==> src/rtl/alu_deserializer.sv <==
// alu_deserializer
// Receives a serial ALU request and presents it as a parallel frame.
// A request is 8 data packets (B MSB byte first, then A) followed by one
// command packet carrying {1'b0, op, crc4}. Every packet is 11 bits:
// start (0), type (0 data / 1 cmd), 8-bit payload MSB first, stop (1).
//
// Optional feature: define ALU_DESER_CRC_CHECK_EN to build the CRC4 checker
// (x^4+x+1, init 0, over {B, A, 1'b1, op}). When it is not defined, no CRC
// logic exists and error_flags[1] is always 0.
//
// Ports
//   clk         : single rising-edge clock
//   rst         : synchronous active-high reset
//   sin         : serial input, one bit per clk, idles high
//   out_valid   : a decoded frame is held on A/B/op/error_flags
//   out_ready   : downstream accepts the held frame this cycle
//   A, B        : operands as received (missing bytes read 0)
//   op          : operation code from the command packet
//   error_flags : {data count, crc, op} error, one-hot by priority
//   frame_err   : one-cycle pulse on a bad stop bit
//   overrun     : one-cycle pulse when a completed frame is dropped
//   dbg_state   : packet FSM state (IDLE=0, TYPE=1, PAYLOAD=2, STOP=3)
//
// Handshake: the output frame transfers on a cycle where out_valid and
// out_ready are both 1. While out_valid=1 and out_ready=0 the frame fields
// are frozen; a frame completing then is dropped and flagged by overrun.
module alu_deserializer (
  input  logic        clk,
  input  logic        rst,
  input  logic        sin,
  input  logic        out_ready,
  output logic        out_valid,
  output logic [31:0] A,
  output logic [31:0] B,
  output logic [2:0]  op,
  output logic [2:0]  error_flags,
  output logic        frame_err,
  output logic        overrun,
  output logic [1:0]  dbg_state
);

  typedef enum logic [1:0] {
    S_IDLE    = 2'd0,
    S_TYPE    = 2'd1,
    S_PAYLOAD = 2'd2,
    S_STOP    = 2'd3
  } state_t;

  state_t      state;
  state_t      state_next;
  logic [2:0]  bit_cnt;
  logic        pkt_type;
  logic [7:0]  payload;
  logic [3:0]  data_cnt;   // saturates at 9 so "too many" stays visible
  logic [63:0] data_q;     // {B, A}, filled byte by byte from the top
  logic        pkt_done;
  logic        pkt_bad;
  logic        data_done;
  logic        cmd_done;
  logic        hold_busy;
  logic        crc_ok;
  logic [2:0]  err_next;

  assign dbg_state = state;

  // ---------------- packet FSM ----------------
  always_ff @(posedge clk) begin
    if (rst) state <= S_IDLE;
    else     state <= state_next;
  end

  always_comb begin
    state_next = state;
    case (state)
      S_IDLE:    if (!sin) state_next = S_TYPE;
      S_TYPE:    state_next = S_PAYLOAD;
      S_PAYLOAD: if (bit_cnt == 3'd7) state_next = S_STOP;
      S_STOP:    state_next = S_IDLE;
      default:   state_next = S_IDLE;
    endcase
  end

  assign pkt_done  = (state == S_STOP) && sin;
  assign pkt_bad   = (state == S_STOP) && !sin;
  assign data_done = pkt_done && !pkt_type;
  assign cmd_done  = pkt_done && pkt_type;
  assign hold_busy = out_valid && !out_ready;

  always_ff @(posedge clk) begin
    if (rst) begin
      bit_cnt  <= 3'd0;
      pkt_type <= 1'b0;
      payload  <= 8'd0;
    end else begin
      case (state)
        S_TYPE: begin
          pkt_type <= sin;
          bit_cnt  <= 3'd0;
        end
        S_PAYLOAD: begin
          payload <= {payload[6:0], sin};
          bit_cnt <= bit_cnt + 3'd1;
        end
        default: ;
      endcase
    end
  end

  // ---------------- frame assembly ----------------
  always_ff @(posedge clk) begin
    if (rst) begin
      data_cnt <= 4'd0;
      data_q   <= 64'd0;
    end else if (pkt_bad || cmd_done) begin
      // A bad stop bit abandons the frame; a command closes it.
      data_cnt <= 4'd0;
      data_q   <= 64'd0;
    end else if (data_done) begin
      for (int i = 0; i < 8; i++) begin
        if (data_cnt == 4'(i)) data_q[(7 - i) * 8 +: 8] <= payload;
      end
      if (data_cnt != 4'd9) data_cnt <= data_cnt + 4'd1;
    end
  end

`ifdef ALU_DESER_CRC_CHECK_EN
  logic [3:0] crc;
  logic [3:0] crc_data_next;
  logic [3:0] crc_final;

  function automatic logic [3:0] crc4_step(input logic [3:0] c, input logic d);
    logic fb;
    fb = d ^ c[3];
    return {c[2:0], 1'b0} ^ (fb ? 4'b0011 : 4'b0000);
  endfunction

  // The data bytes arrive in the same order the CRC consumes them, so the
  // running CRC is advanced one byte per data packet; the {1'b1, op} tail
  // is folded in when the command packet completes.
  always_comb begin
    crc_data_next = crc;
    for (int i = 7; i >= 0; i--) crc_data_next = crc4_step(crc_data_next, payload[i]);
    crc_final = crc4_step(crc, 1'b1);
    for (int i = 6; i >= 4; i--) crc_final = crc4_step(crc_final, payload[i]);
  end

  assign crc_ok = (crc_final == payload[3:0]);

  always_ff @(posedge clk) begin
    if (rst || pkt_bad || cmd_done) crc <= 4'd0;
    else if (data_done && (data_cnt < 4'd8)) crc <= crc_data_next;
  end
`else
  assign crc_ok = 1'b1;
`endif

  // Valid ops are 000, 001, 100, 101: exactly those with op[1] = 0.
  always_comb begin
    err_next = 3'b000;
    if (data_cnt != 4'd8) err_next = 3'b100;
    else if (!crc_ok)     err_next = 3'b010;
    else if (payload[5])  err_next = 3'b001;
  end

  // ---------------- output frame ----------------
  always_ff @(posedge clk) begin
    if (rst) begin
      out_valid   <= 1'b0;
      A           <= 32'd0;
      B           <= 32'd0;
      op          <= 3'd0;
      error_flags <= 3'd0;
      frame_err   <= 1'b0;
      overrun     <= 1'b0;
    end else begin
      frame_err <= pkt_bad;
      overrun   <= 1'b0;
      if (cmd_done && !hold_busy) begin
        // Also covers accept-and-reload in the same cycle.
        out_valid   <= 1'b1;
        B           <= data_q[63:32];
        A           <= data_q[31:0];
        op          <= payload[6:4];
        error_flags <= err_next;
      end else if (cmd_done) begin
        overrun <= 1'b1;
      end else if (out_valid && out_ready) begin
        out_valid <= 1'b0;
      end
    end
  end

endmodule

==> config.mk <==
export PLATFORM = sky130hd
export DESIGN_NAME = alu_deserializer
export DESIGN_NICKNAME = d
export VERILOG_FILES = /design/src/rtl/alu_deserializer.sv
export SDC_FILE = /design/constraint.sdc
export NUM_CORES = 1
export LEC_CHECK = 0
export ABC_AREA = 1
export CORE_UTILIZATION = 40
export CTS_CLUSTER_DIAMETER = 80
export DETAILED_ROUTE_END_ITERATION = 10
export HOLD_SLACK_MARGIN = 0.06
export PLACE_DENSITY = 0.63
export REMOVE_ABC_BUFFERS = 1
export SETUP_SLACK_MARGIN = 0.5
export SYNTH_ARGS = -nofsm -noshare
export SYNTH_HDL_FRONTEND = slang
export SYNTH_SLANG_ARGS = --single-unit
==> constraint.sdc <==
create_clock -name clk -period 1.4 [get_ports clk]
set_input_delay 0.28 -clock clk [delete_from_list [all_inputs] [get_ports clk]]
set_output_delay 0.28 -clock clk [all_outputs]
set_load 0.01 [all_outputs]
==> impl_metrics.tcl <==
set metrics [dict create \
    result_of_the_run "finished with violations" \
    failing_checks "negative setup slack" \
    finalMaxSlewViolations 0 \
    nets 932 \
    worstSkewPairLatency_ns 0.42 \
    cell_types_with_the_largest_area_share_after_synthesis "sky130_fd_sc_hd__dfxtp_1 52%, sky130_fd_sc_hd__nor2_1 18%, sky130_fd_sc_hd__o21ai_0 6.3%, sky130_fd_sc_hd__nand3_1 6.0%, sky130_fd_sc_hd__nand2_1 5.3%" \
    initial_antenna_violation_count 0 \
    synth_top_family_by_area "simple AND/OR/NAND/NOR gates" \
    synthArstFlopShare_pct 0 \
    vias_per_cell 4.98 \
    synth_most_common_cell "sky130_fd_sc_hd__nor2_1" \
    synthesis.yosys.warnings 0 \
    critPathKind "reg2reg" \
    rsz0062_at_grt "yes" \
    fraction_of_the_mapped_netlist_area_in_compound_gates_pct 8.73 \
    die-height_um 123 \
    crit_path_end_kind "register" \
    cp_cell_sequence "ha_4 > nand3_4 > nor2_4 > buf_12 > clkbuf_16 > nand2_1 > a21oi_1" \
    groute.layer.met1.usage_pct 26.2 \
    setup-violations-final 59 \
    die_area_um2 15200 \
    count_of_filler_cells_inserted_in_the_layout 1211 \
    grt_pass1_wl_um 23600 \
    final_core_utilization_pct 62.8 \
    final_period_utilization_pct 104 \
    postCtsHoldBufs 0 \
    fin_ws_ns -0.0623 \
    routed_wirelength_um 15700 \
    synth.distinct_cells 23 \
    timing.hold.worst.class "reg2reg" \
    synthCells 782 \
    power.density_nw_per_um2 1350 \
    cp_max_fanout 16 \
    clock_path_buffers 2 \
    tightestPinTransition_ns 0.491 \
    timing.max_slew.rel_slack_pct 67.0 \
    grt_util_met2_pct 31.2 \
    start_util_pct 41.7 \
    synthSimpleGateAreaFrac_pct 31.0 \
    min_period_ns 1.46 \
    cts-root-buf "sky130_fd_sc_hd__clkbuf_16" \
    synth-seq-area-share_pct 52.5 \
    antenna_cells_inserted 0 \
    synth_commonest_cells "280 x sky130_fd_sc_hd__nor2_1, 154 x sky130_fd_sc_hd__dfxtp_1, 83 x sky130_fd_sc_hd__nand2_1, 74 x sky130_fd_sc_hd__o21ai_0, 70 x sky130_fd_sc_hd__nand3_1" \
    remaining_drc_errors 0 \
    portBuffers 77 \
    cts_tree "done" \
    critPathArrivalTime_ns 1.81 \
    h-tree-depth 4 \
    share_of_cell_area_taken_by_muxes_after_synthesis_pct 0 \
    largest_net_degree_at_the_start_of_global_routing 37 \
    busiest_layer "met2" \
    syn_avg_cell_area_um2 7.51 \
    total_power_w 0.0119 \
    crit_path_start_kind "register" \
    grt.overflow.total 0 \
    power_leakage_nw 3.89 \
    grt_use_total_pct 20.0 \
    synth_xor_area_share_pct 0 \
    clkTransAtPathRegs_ns 0.06 \
    drt_first_iter_violations 301 \
    synthAdderAreaFrac_pct 2.34 \
    floorplan.die.width_um 123 \
    drt-pass1-iter-count 6 \
    ioPinCount 79 \
    rows 43 \
    vdd_drop_max_uv 1070 \
    syn-cell-area_um2 5870 \
    grt_pass1_vias 5004 \
    yosys.area.top_type "sky130_fd_sc_hd__dfxtp_1" \
    wire_per_inst_um 14.1 \
    ff_latch_area_um2 3180 \
    max_stage_delay_ns 0.36 \
    layout_cells_sized_above_1_pct 37.9 \
    gr_layer_usage_met3_pct 4.84 \
    coreArea_um2 14100 \
    worst_ep_required_time_ns 1.75 \
    place_congestion 0.840 \
    final_hold_viol_count 0 \
    fmaxAchievable_mhz 684 \
    routed-via-count 5521 \
    timing.critical_path.slowest_stage_cell "sky130_fd_sc_hd__dfxtp_2" \
    yosysTopAreaCellShare_pct 52.5 \
    count_of_flip_flops_with_a_built_in_enable_after_synthesis 0 \
    main_flop_type_after_synthesis "sky130_fd_sc_hd__dfxtp_1" \
    ys_ff_latch 154 \
    multi_input_comb_area_um2 2920 \
    tritoncts_buffers 17 \
    syn_to_final_growth_pct 50.7 \
    hpwl_um 8890 \
    drv.max_cap_violation_count 0 \
    clock-sinks 154 \
    drt.antenna.violating_nets 0 \
    fin_skew_ns 0.00549 \
]
through the flow:
step	area, um2	hold slack [ns]	setup slack, ns	setup TNS (ns)	cells
3_5_place_dp	7050	0.459	-0.418	-48.30	1040
3_3_place_gp	7050	0.454	-0.385	-45.01	1040
4_1_cts	8210	0.439	-0.0147	-0.0303	1081
6_report	8850	0.470	-0.0623	-1.41	1109
5_1_grt	8850	0.490	-0.116	-8.46	1109
2_1_floorplan	5670	0.349	-2.24	-183.37	742
critical path: cells and delay by family (launching register included):
family	cells	cell delay, ns
AO/OA/AOI/OAI	1	0.13
adder cells (fa/ha/maj)	1	0.18
flip-flops	1	0.36
buffers and inverters	2	0.35
AND/OR/NAND/NOR	3	0.36
where the power goes:
group	internal [W]	switching (W)	total [W]	leakage, nW
Clock	0.00305	0.00171	0.00475	0.304
Sequential	0.00462	0.000208	0.00483	1.28
Combinational	0.000987	0.00136	0.00235	2.30
Total	0.00866	0.00328	0.0119	3.89
cell families (layout without fill, tap and decap cells):
kind of cell | Yosys count | after routing
and+or+nand+nor | 446 | 446
DFF | 154 | 154
AOI/OAI and AO/OA | 102 | 102
buffers and inverters | 68 | 215
adders and majority gates | 11 | 11
other | 1 | 1
layout make-up:
cell class	instances	area share, %
clock buffers	22	5.25
clock inverters	9	1.64
inverters	28	1.33
multi-input cells	560	33.0
flip-flops and latches	154	35.9
well taps	180	2.55
repair buffers	156	20.3
per-layer routing:
layer / wire length [um] / vias to the layer above
met2: 7420 / 148
met4: 301 / 0
met5: 0 / -
li1: - / 2779
met1: 7060 / 2572
met3: 874 / 22
cell usage in the layout (no fill, tap or decap), types with 2 or more instances in the layout:
| cell type | Yosys | layout |
|---|---|---|
| sky130_fd_sc_hd__ha_4 | 0 | 5 |
| sky130_fd_sc_hd__clkbuf_16 | 0 | 25 |
| sky130_fd_sc_hd__inv_1 | 18 | 7 |
| sky130_fd_sc_hd__clkbuf_8 | 0 | 2 |
| sky130_fd_sc_hd__a21oi_2 | 0 | 5 |
| sky130_fd_sc_hd__nand2_2 | 0 | 2 |
| sky130_fd_sc_hd__nor2_1 | 280 | 266 |
| sky130_fd_sc_hd__clkinv_2 | 0 | 5 |
| sky130_fd_sc_hd__clkinv_1 | 7 | 7 |
| sky130_fd_sc_hd__inv_2 | 3 | 12 |
| sky130_fd_sc_hd__nor3_2 | 6 | 4 |
| sky130_fd_sc_hd__buf_4 | 8 | 52 |
| sky130_fd_sc_hd__nand2_1 | 83 | 77 |
| sky130_fd_sc_hd__nor2_2 | 3 | 6 |
| sky130_fd_sc_hd__ha_1 | 11 | 5 |
| sky130_fd_sc_hd__buf_16 | 0 | 2 |
| sky130_fd_sc_hd__o21ai_2 | 0 | 29 |
| sky130_fd_sc_hd__nand3_4 | 0 | 5 |
| sky130_fd_sc_hd__nor2_4 | 0 | 11 |
| sky130_fd_sc_hd__buf_12 | 0 | 9 |
| sky130_fd_sc_hd__nand3_2 | 2 | 4 |
| sky130_fd_sc_hd__clkdlybuf4s50_1 | 0 | 2 |
| sky130_fd_sc_hd__dfxtp_2 | 0 | 75 |
| sky130_fd_sc_hd__clkbuf_1 | 15 | 3 |
| sky130_fd_sc_hd__nor3_4 | 0 | 2 |
| sky130_fd_sc_hd__nand2_4 | 0 | 3 |
| sky130_fd_sc_hd__dfxtp_1 | 154 | 78 |
| sky130_fd_sc_hd__bufinv_16 | 0 | 4 |
| sky130_fd_sc_hd__o21ai_0 | 74 | 20 |
| sky130_fd_sc_hd__buf_6 | 1 | 81 |
| sky130_fd_sc_hd__a21oi_1 | 19 | 13 |
| sky130_fd_sc_hd__o21ai_1 | 8 | 32 |
| sky130_fd_sc_hd__nand3_1 | 70 | 63 |
worst paths after layout:
path,endpoint,start,cells past startpoint,slack (ns)
setup / recovery,op[1],dbg_state[1],7,-0.06
hold / removal,data_q[50],data_q[50],2,0.47
setup reg to reg,op[1],dbg_state[1],7,-0.06
hold reg to reg,data_q[50],data_q[50],2,0.47
sequential cells by signal, indices dropped and copies added (netlist names):
name	flops
A	32
B	32
bit_cnt	3
data_cnt	4
data_q	64
dbg_state	2
error_flags	2
frame_err	1
op	3
out_valid	1
overrun	1
payload	8
pkt_type	1
repair_timing:
action                     CTS  global route
pin swaps                   62            23
setup endpoints to repair  228           228
setup buffers                9            18
cloned                       1            10
resized for setup          536            96
(Power assumes the default switching activity.)
